**src/rtl/pool_pkg.sv**
```systemverilog
// pool_pkg
// Shared types and helpers for the streaming 2-D pooling stage.
//   pool_mode_e  : pooling operation (max / average)
//   pool_state_e : frame-level control states
//   acc_width()  : accumulator width needed to hold a full POOL_SIZE x POOL_SIZE sum
package pool_pkg;

    typedef enum logic {
        POOL_MAX = 1'b0,
        POOL_AVG = 1'b1
    } pool_mode_e;

    typedef enum logic [1:0] {
        IDLE = 2'd0,
        RUN  = 2'd1,
        DONE = 2'd2
    } pool_state_e;

    // A window sums POOL_SIZE^2 samples, so the sum grows by 2*log2(POOL_SIZE) bits.
    function automatic int acc_width(input int data_width, input int pool_size);
        return data_width + 2 * $clog2(pool_size);
    endfunction

endpackage

```
**src/rtl/pool_row_accum.sv**
```systemverilog
// pool_row_accum
// One-row window accumulator: OUT_WIDTH entries, one per output column.
// Each accepted sample either loads its entry (first sample of a window) or
// combines into it (signed max, or sign-extended add in average mode).
// 'result' is the combine result for the current sample, already reduced to
// the output value; the parent latches it when the sample completes a window.
//
// Optional feature macro: POOL2D_AVG_EN (average mode datapath; without it
// the entries are DATA_WIDTH wide and only max pooling is built).
//
// Ports:
//   clk     : clock
//   fire    : a sample is being accepted this cycle
//   first   : the sample is the first one of its window (load, no combine)
//   mode    : latched pooling mode
//   wc      : output column / accumulator entry index
//   sample  : signed input sample
//   result  : pooled value for the window if this sample completes it
module pool_row_accum
    import pool_pkg::*;
#(
    parameter int DATA_WIDTH = 16,
    parameter int POOL_SIZE  = 2,
    parameter int OUT_WIDTH  = 128,
    parameter int WC_W       = 7
) (
    input  logic                  clk,
    input  logic                  fire,
    input  logic                  first,
    input  pool_mode_e            mode,
    input  logic [WC_W-1:0]       wc,
    input  logic [DATA_WIDTH-1:0] sample,
    output logic [DATA_WIDTH-1:0] result
);

`ifdef POOL2D_AVG_EN
    localparam int AW    = acc_width(DATA_WIDTH, POOL_SIZE);
    localparam int SHIFT = 2 * $clog2(POOL_SIZE);
`else
    localparam int AW    = DATA_WIDTH;
    logic unused_mode;
    assign unused_mode = ^mode;
`endif

    // Read-modify-write must complete in the cycle the sample arrives, so the
    // entry is read asynchronously (small distributed RAM, OUT_WIDTH deep).
    logic signed [AW-1:0] acc_mem [OUT_WIDTH];
    logic signed [AW-1:0] entry;
    logic signed [AW-1:0] sample_ext;
    logic signed [AW-1:0] combined;

    assign entry      = acc_mem[wc];
    assign sample_ext = AW'($signed(sample));

    always_comb begin
        combined = entry;
        if (first) begin
            combined = sample_ext;
`ifdef POOL2D_AVG_EN
        end else if (mode == POOL_AVG) begin
            combined = entry + sample_ext;
`endif
        end else if (sample_ext > entry) begin
            combined = sample_ext;
        end
    end

    always_comb begin
        result = combined[DATA_WIDTH-1:0];
`ifdef POOL2D_AVG_EN
        // Arithmetic shift of a two's complement sum is floor division.
        if (mode == POOL_AVG) begin
            result = DATA_WIDTH'(combined >>> SHIFT);
        end
`endif
    end

    // No reset: entries are always loaded by the first sample of a window
    // before they are combined into.
    always_ff @(posedge clk) begin
        if (fire) begin
            acc_mem[wc] <= combined;
        end
    end

endmodule

```
**src/rtl/pool2d_stream.sv**
```systemverilog
// pool2d_stream
// Streaming non-overlapping 2-D pooling (max or average) over a channel-major
// raster stream, using a single row of window accumulators.
//
// Optional feature macro: POOL2D_AVG_EN (enables average mode; otherwise
// 'mode' is ignored and the block always max-pools).
//
// Ports:
//   clk, rst            : clock, synchronous active-high reset
//   start               : begin a frame (only sampled in IDLE)
//   mode                : 0 = max, 1 = average (latched at start)
//   in_data/in_valid/in_ready    : input stream handshake
//   out_data/out_valid/out_ready : output stream handshake
//   busy                : frame in progress (RUN or DONE)
//   done                : one-cycle pulse after the last output is accepted
module pool2d_stream
    import pool_pkg::*;
#(
    parameter int DATA_WIDTH = 16,
    parameter int IN_HEIGHT  = 256,
    parameter int IN_WIDTH   = 256,
    parameter int CHANNELS   = 64,
    parameter int POOL_SIZE  = 2
) (
    input  logic                  clk,
    input  logic                  rst,
    input  logic                  start,
    input  logic                  mode,
    input  logic [DATA_WIDTH-1:0] in_data,
    input  logic                  in_valid,
    output logic                  in_ready,
    output logic [DATA_WIDTH-1:0] out_data,
    output logic                  out_valid,
    input  logic                  out_ready,
    output logic                  busy,
    output logic                  done
);

    localparam int OUT_WIDTH = IN_WIDTH / POOL_SIZE;
    localparam int LOG2P     = $clog2(POOL_SIZE);
    localparam int COL_W     = (IN_WIDTH  > 1) ? $clog2(IN_WIDTH)  : 1;
    localparam int ROW_W     = (IN_HEIGHT > 1) ? $clog2(IN_HEIGHT) : 1;
    localparam int CH_W      = (CHANNELS  > 1) ? $clog2(CHANNELS)  : 1;
    localparam int WC_W      = (OUT_WIDTH > 1) ? $clog2(OUT_WIDTH) : 1;

    generate
        if (POOL_SIZE != 2 && POOL_SIZE != 4) begin : g_bad_pool
            $error("pool2d_stream: POOL_SIZE must be 2 or 4");
        end
        if ((IN_WIDTH % POOL_SIZE) != 0 || (IN_HEIGHT % POOL_SIZE) != 0) begin : g_bad_dims
            $error("pool2d_stream: IN_WIDTH and IN_HEIGHT must be multiples of POOL_SIZE");
        end
    endgenerate

    pool_state_e             state_reg, state_next;
    pool_mode_e              mode_reg;
    logic [COL_W-1:0]        col_reg;
    logic [ROW_W-1:0]        row_reg;
    logic [CH_W-1:0]         chan_reg;
    logic                    inputs_done_reg;
    logic                    out_valid_reg;
    logic [DATA_WIDTH-1:0]   out_data_reg;

    logic                    in_fire;
    logic                    out_fire;
    logic                    win_first;
    logic                    win_last;
    logic                    col_last;
    logic                    row_last;
    logic                    final_in;
    logic [WC_W-1:0]         wc;
    logic [DATA_WIDTH-1:0]   result;

    // inputs_done_reg blocks any sample after the final one of the frame.
    assign in_ready  = (state_reg == RUN) && !inputs_done_reg && (!out_valid_reg || out_ready);
    assign in_fire   = in_valid && in_ready;
    assign out_fire  = out_valid_reg && out_ready;
    assign out_valid = out_valid_reg;
    assign out_data  = out_data_reg;
    assign busy      = (state_reg != IDLE);
    assign done      = (state_reg == DONE);

    // POOL_SIZE is a power of two, so mod/div are plain bit fields.
    assign win_first = (row_reg[LOG2P-1:0] == '0) && (col_reg[LOG2P-1:0] == '0);
    assign win_last  = (row_reg[LOG2P-1:0] == '1) && (col_reg[LOG2P-1:0] == '1);
    assign col_last  = (col_reg  == COL_W'(IN_WIDTH - 1));
    assign row_last  = (row_reg  == ROW_W'(IN_HEIGHT - 1));
    assign final_in  = col_last && row_last && (chan_reg == CH_W'(CHANNELS - 1));

    generate
        if (OUT_WIDTH > 1) begin : g_wc
            assign wc = col_reg[COL_W-1:LOG2P];
        end else begin : g_wc_single
            assign wc = '0;
        end
    endgenerate

    pool_row_accum #(
        .DATA_WIDTH (DATA_WIDTH),
        .POOL_SIZE  (POOL_SIZE),
        .OUT_WIDTH  (OUT_WIDTH),
        .WC_W       (WC_W)
    ) u_row_accum (
        .clk    (clk),
        .fire   (in_fire),
        .first  (win_first),
        .mode   (mode_reg),
        .wc     (wc),
        .sample (in_data),
        .result (result)
    );

    always_comb begin
        state_next = state_reg;
        unique case (state_reg)
            IDLE:    if (start) state_next = RUN;
            RUN:     if (inputs_done_reg && out_fire) state_next = DONE;
            DONE:    state_next = IDLE;
            default: state_next = IDLE;
        endcase
    end

    always_ff @(posedge clk) begin
        if (rst) begin
            state_reg       <= IDLE;
            mode_reg        <= POOL_MAX;
            col_reg         <= '0;
            row_reg         <= '0;
            chan_reg        <= '0;
            inputs_done_reg <= 1'b0;
            out_valid_reg   <= 1'b0;
            out_data_reg    <= '0;
        end else begin
            state_reg <= state_next;

            if (state_reg == IDLE && start) begin
                mode_reg        <= mode ? POOL_AVG : POOL_MAX;
                col_reg         <= '0;
                row_reg         <= '0;
                chan_reg        <= '0;
                inputs_done_reg <= 1'b0;
            end

            if (in_fire) begin
                if (col_last) begin
                    col_reg <= '0;
                    if (row_last) begin
                        row_reg  <= '0;
                        chan_reg <= final_in ? '0 : chan_reg + 1'b1;
                    end else begin
                        row_reg <= row_reg + 1'b1;
                    end
                end else begin
                    col_reg <= col_reg + 1'b1;
                end
                if (final_in) begin
                    inputs_done_reg <= 1'b1;
                end
            end

            // A completing window may reload the register in the same cycle
            // the previous result is accepted, so there is no bubble.
            if (in_fire && win_last) begin
                out_valid_reg <= 1'b1;
                out_data_reg  <= result;
            end else if (out_fire) begin
                out_valid_reg <= 1'b0;
            end
        end
    end

endmodule

```
**config.mk**
```make
export PLATFORM = sky130hd
export DESIGN_NAME = pool2d_stream
export DESIGN_NICKNAME = d
export VERILOG_FILES = /design/src/rtl/pool_pkg.sv /design/src/rtl/pool_row_accum.sv /design/src/rtl/pool2d_stream.sv
export SDC_FILE = /design/constraint.sdc
export NUM_CORES = 2
export LEC_CHECK = 0
export CORE_UTILIZATION = 57
export DETAILED_ROUTE_END_ITERATION = 8
export GPL_TIMING_DRIVEN = 0
export PLACE_DENSITY = 0.76
export SLEW_MARGIN = 20
export SYNTH_ARGS = -nofsm -noshare
export SYNTH_HDL_FRONTEND = slang
export SYNTH_SLANG_ARGS = --single-unit
```
**constraint.sdc**
```tcl
create_clock -name clk -period 10.8 [get_ports clk]
set_input_delay 2.16 -clock clk [delete_from_list [all_inputs] [get_ports clk]]
set_output_delay 2.16 -clock clk [all_outputs]
set_load 0.03 [all_outputs]
```
; ---- Yosys cells after proc, flatten, opt, wreduce, memory -nomap -nowiden
; Memories as Yosys holds them, arrays and structs flattened. A register that Yosys moved wholly into a read port is not among the register bits.
; Cells that the tools add are included.
[op_classes]
n_addsub = 3
order_cmp = 1
n_eq_ne = 7
n_mux = 26
bitwise = 2
n_reduce_logical = 19
[ops]
columns = operator, count
row1 = two-way mux 8 bit, 7
row2 = two-way mux 16 bit, 2
row3 = two-way mux 6 bit, 5
row4 = adder 8 x 1 -> 8 bit (second input constant), 2
row5 = equality test 8 bit (second input constant), 2
row6 = greater-than comparator 16 bit, 1
row7 = two-way mux 7 bit, 2
row8 = logical AND 1 bit, 11
row9 = two-way mux 1 bit, 7
row10 = adder 6 x 1 -> 6 bit (second input constant), 1
row11 = equality test 6 bit (second input constant), 1
row12 = nonzero test 2 bit, 3
row13 = two-way mux 2 bit, 2
row14 = one-hot mux 2 bit (2 select lines), 1
row15 = equality test 2 x 1 -> 1 bit (second input constant), 1
row16 = equality test 2 bit (second input constant), 1
row17 = zero test 1 bit, 2
row18 = zero test 2 bit, 1
row19 = != test 2 x 1 -> 1 bit (second input constant), 1
row20 = != test 2 bit (second input constant), 1
row21 = NOT 1 bit, 2
row22 = AND reduction 2 bit, 1
row23 = logical OR 1 bit, 1
[totals]
regBits = 42
mem_bits_rw = 2048
in_bits = 22
out_inout_bits = 20
wordCells = 66
n_memories = 1
[memory_table]
columns = memory, depth, width, rd, rd_clocked_by_memory_dff, write_ports, line
row1 = u_row_accum.acc_mem, 128, 16, 1, 1, 1, pool_row_accum.sv:47  ; logic signed [AW-1:0] acc_mem [OUT_WIDTH];

; ---- Depth between registers and ports, before layout
[logic_depth]
word_depth = 7
mapped_depth = 20
mapped_depth_nobuf = 13

; ---- By module
; A second synthesis with hierarchy kept.
[unflattened]
hier_cells = 5046
hier_area_um2 = 82849.5
[modules_own_cells]
columns = mod, n_inst, cells_each, area_each_um2, seq_area_each_um2
row1 = pool_row_accum, 1, 4806, 80766.2, 61499.0
row2 = pool2d_stream, 1, 240, 2083.2, 860.8

; ---- Worst setup path before layout
; Ideal clock, no wire load.
[synth_path]
path_kind = input-to-reg
start = in in_data[5]
end = mem u_row_accum.acc_mem[0][10] (netlist name) (data pin)
arrival_time_ns = 9.305
path_slack_ns = 0.272
path_stages = 9
n_path_buf = 2
cell_sequence = ha_1 > a21o_1 > a21o_1 > a21o_1 > a2111oi_0 > mux2i_1 > clkbuf_1 > clkbuf_1 > o31ai_1
[synth_via]
elab_chain_cells = 3
[synth_rtl]
columns = item, line
row1 = "start, declared", pool2d_stream.sv:29  ; input logic [DATA_WIDTH-1:0] in_data,
row2 = greater-than comparator 16 bit, pool_row_accum.sv:63  ; end else if (sample_ext > entry) begin
row3 = two-way mux 16 bit, pool_row_accum.sv:63
row4 = two-way mux 16 bit, pool_row_accum.sv:57  ; if (first) begin
row5 = named net result[10], pool2d_stream.sv:72  ; logic [DATA_WIDTH-1:0] result;
row6 = "end, declared", pool_row_accum.sv:47
; The timed path passes the listed nets, and every way through them passes these cells.

==> flow_summary.yaml <==
global_routing:
  grtUsageTotal_pct: 30.41
  grt-ovfl-total: 0
  grt_pass1_wl_mm: 302.9
  grt_pass1_vias: 42150
  grt_max_degree: 45
  antenna_found_initial: 12
floorplan:
  rows: 137
  die_w_um: 378.6
  die_y_um: 378.6
  die-area_um2: 143400
  boundaryPins: 42
  start_util_pct: 57.73
  core_um2: 140000
yosys:
  synth_seq_area_share_pct: 77.28
  netlist_area_um2: 80850
  synth_flop_cell: "edfxtp_1"
  syn-num-nets: 3804
  ys_seq_elements: 2097
  async_reset_ff_share_pct: 0
  synthDistinctLibCells: 51
  syn_inst: 3763
  synth_edf_count: 2048
  avgSynthCellArea_um2: 21.49
  yosysWarnings: 0
finish:
  fin_cells: 6271
  largest_register_ffs: 2048
  areaGrowthSynthToFinish_pct: 15.47
  num-nets-final: 4274
  drive_above_1_share_pct: 30.64
drt:
  drtPass1Iterations: 6
  wl_mm: 214.1
  vias: 42500
  ant_nets: 0
  met3_length_mm: 27.33
  wl_met2_mm: 98.59
  routed.top_layer: "met5"
  drtIter0Drc: 6311
  vias_per_cell: 6.778
  drt_drc_violations_left: 0
  wl_met1_mm: 76.16
  routedWlPerCell_um: 34.14
flow_run:
  maxCapViolCount: 0
timing:
  fmax_ghz: 0.1146
  finalCriticalPeriod_ps: 8727
  rsz0062_at_grt: "false"
  worst_pin_slew_ps: 1176
  slew_headroom_pct: 21.44
  drv_slew: 0
  fin_skew_ps: 34.43
  setup-tns-final_ps: 0
  hold_violations: 0
  post-route-period-util_pct: 80.81
  hold_ws_ps: 497.0
  setup_viol_count_final: 0
clock_network:
  cts-root-buf: "clkbuf_16"
  post_cts_resize_count: 0
  path_clk_slew_ps: 70
  cts_buffers: 197
  ctsLongestPathBuffers: 3
  cts_tree: "done"
  cts_sinks: 2097
  cts_max_level: 4
  clock_latency_ps: 840
  postCtsHoldBufs: 0
  post_cts_buffers: 0
setup_path:
  worst-endpoint-required_ps: 11450
  crit_type: "reg2reg"
  startpoint_type: "flip-flop"
  endpoint_kind: "flip-flop"
  critPathMaxFanout: 22
  arrival_ps: 9380
  r2r_setup_slack_ps: 2070
power_and_ir_drop:
  max-vdd-ir-drop_mv: 0.1652
  leakagePower_nw: 28.24
  power_density_nw_per_um2: 172.1
worst_hold_path:
  hold_path_class: "reg2reg"
placed_design:
  place_inst: 5908
  hpwl_mm: 146.5
  io_buffers: 40
  gp_congestion: 0.9704
run_status:
  status: "complete, no violations"
==> routing by layer <==
metal  track usage [%]  vias up
met5                 0        -
met4             15.31        8
met3             9.605      591
met2             45.57     3170
met1             40.59    21900
li1                  -    16840
==> final cells by class <==
class                   instances  area (um2)
inverters                       2       7.507
repair buffers                271        3446
diodes                          2       5.005
flip-flops and latches       2097       62480
well taps                    1876        2347
multi-input cells            1450       17920
plain buffers                 214        1002
clock inverters               108       864.6
fillers                      8454       46690
clock buffers                 251        5286
==> report_power, final <==
group	internal, mW	total (mW)	switching (mW)
Clock	3.66	6.65	2.99
Combinational	0.128	0.444	0.316
Sequential	8.98	8.98	0.00129
==> critical path, stage by stage (launching register included) <==
cell and delay, ps:
dfxtp_1 310, buf_2 400, buf_2 480, buf_2 510, nand2_1 830, clkbuf_1 540, nor2_1 180, o21ai_0 200
o211ai_1 340, and4_1 390, ha_1 290, a21o_1 170, a21o_1 170, a21o_1 170, a2111oi_0 580, mux2i_1 410
clkbuf_1 470, clkbuf_1 730, o21ai_0 310, o31ai_4 270, buf_8 250, buf_6 210, buf_6 230
==> per-stage QoR <==
step	util (%)	cell area, um2	power (mW)	setup WS [ps]
after floorplan	-	80850	9.367	271.8
after global placement	59.69	83600	9.575	-10620
after detailed placement	62.25	87170	9.584	2500
after CTS	66.64	93320	16.08	2407
after global routing	66.66	93350	16.41	1870
final	66.66	93360	16.07	2073
==> cell usage in the layout (no fill, tap or decap), types with 49 or more instances in the layout <==
master,synthesis,final
edfxtp_1,2048,2048
mux4_2,512,512
clkbuf_16,0,200
o21ai_0,141,141
nor2_2,0,128
buf_6,5,127
clkbuf_1,85,116
buf_8,0,105
nor2_1,221,92
buf_2,87,88
a21oi_1,81,81
mux2i_1,64,64
o22ai_1,64,64
mux2_2,63,63
o211ai_1,60,60
dfxtp_1,49,49
==> cells in the mapped netlist, drive strengths merged, types with 24 or more instances <==
| cell | n | area share [%] |
|---|---|---|
| o21ai | 148 | 0.92 |
| buf | 129 | 0.83 |
| nand2 | 34 | 0.16 |
| o22ai | 64 | 0.50 |
| edfxtp | 2048 | 76 |
| o211ai | 60 | 0.56 |
| a21oi | 81 | 0.50 |
| mux2 | 64 | 0.89 |
| mux4 | 512 | 14 |
| mux2i | 64 | 0.79 |
| dfxtp | 49 | 1.2 |
| nor2 | 221 | 1.0 |
| clkbuf | 85 | 0.39 |
| nand3 | 24 | 0.15 |
==> final timing paths <==
| check | start | endpoint | depth (start not counted) |
|---|---|---|---|
| worst max-delay path | flip-flop | u_row_accum.acc_mem[105][3]$_DFFE_PP_ | 22 |
| worst min-delay path | chan_reg[5]$_SDFF_PP0_ | chan_reg[5]$_SDFF_PP0_ | 2 |
| worst max register to register | flip-flop | u_row_accum.acc_mem[105][3]$_DFFE_PP_ | 22 |
| worst min register to register | chan_reg[5]$_SDFF_PP0_ | chan_reg[5]$_SDFF_PP0_ | 2 |
==> cell families after synthesis <==
| kind of cell | after synthesis | share of synthesized area (%) |
|---|---|---|
| compound gates | 415 | 3.112 |
| mux | 640 | 15.95 |
| buf+inv | 216 | 1.230 |
| simple gates | 376 | 2.140 |
| flops | 2097 | 77.28 |
| fa+ha+maj | 19 | 0.2940 |
No activity file was read; power rests on OpenSTA's default activity.
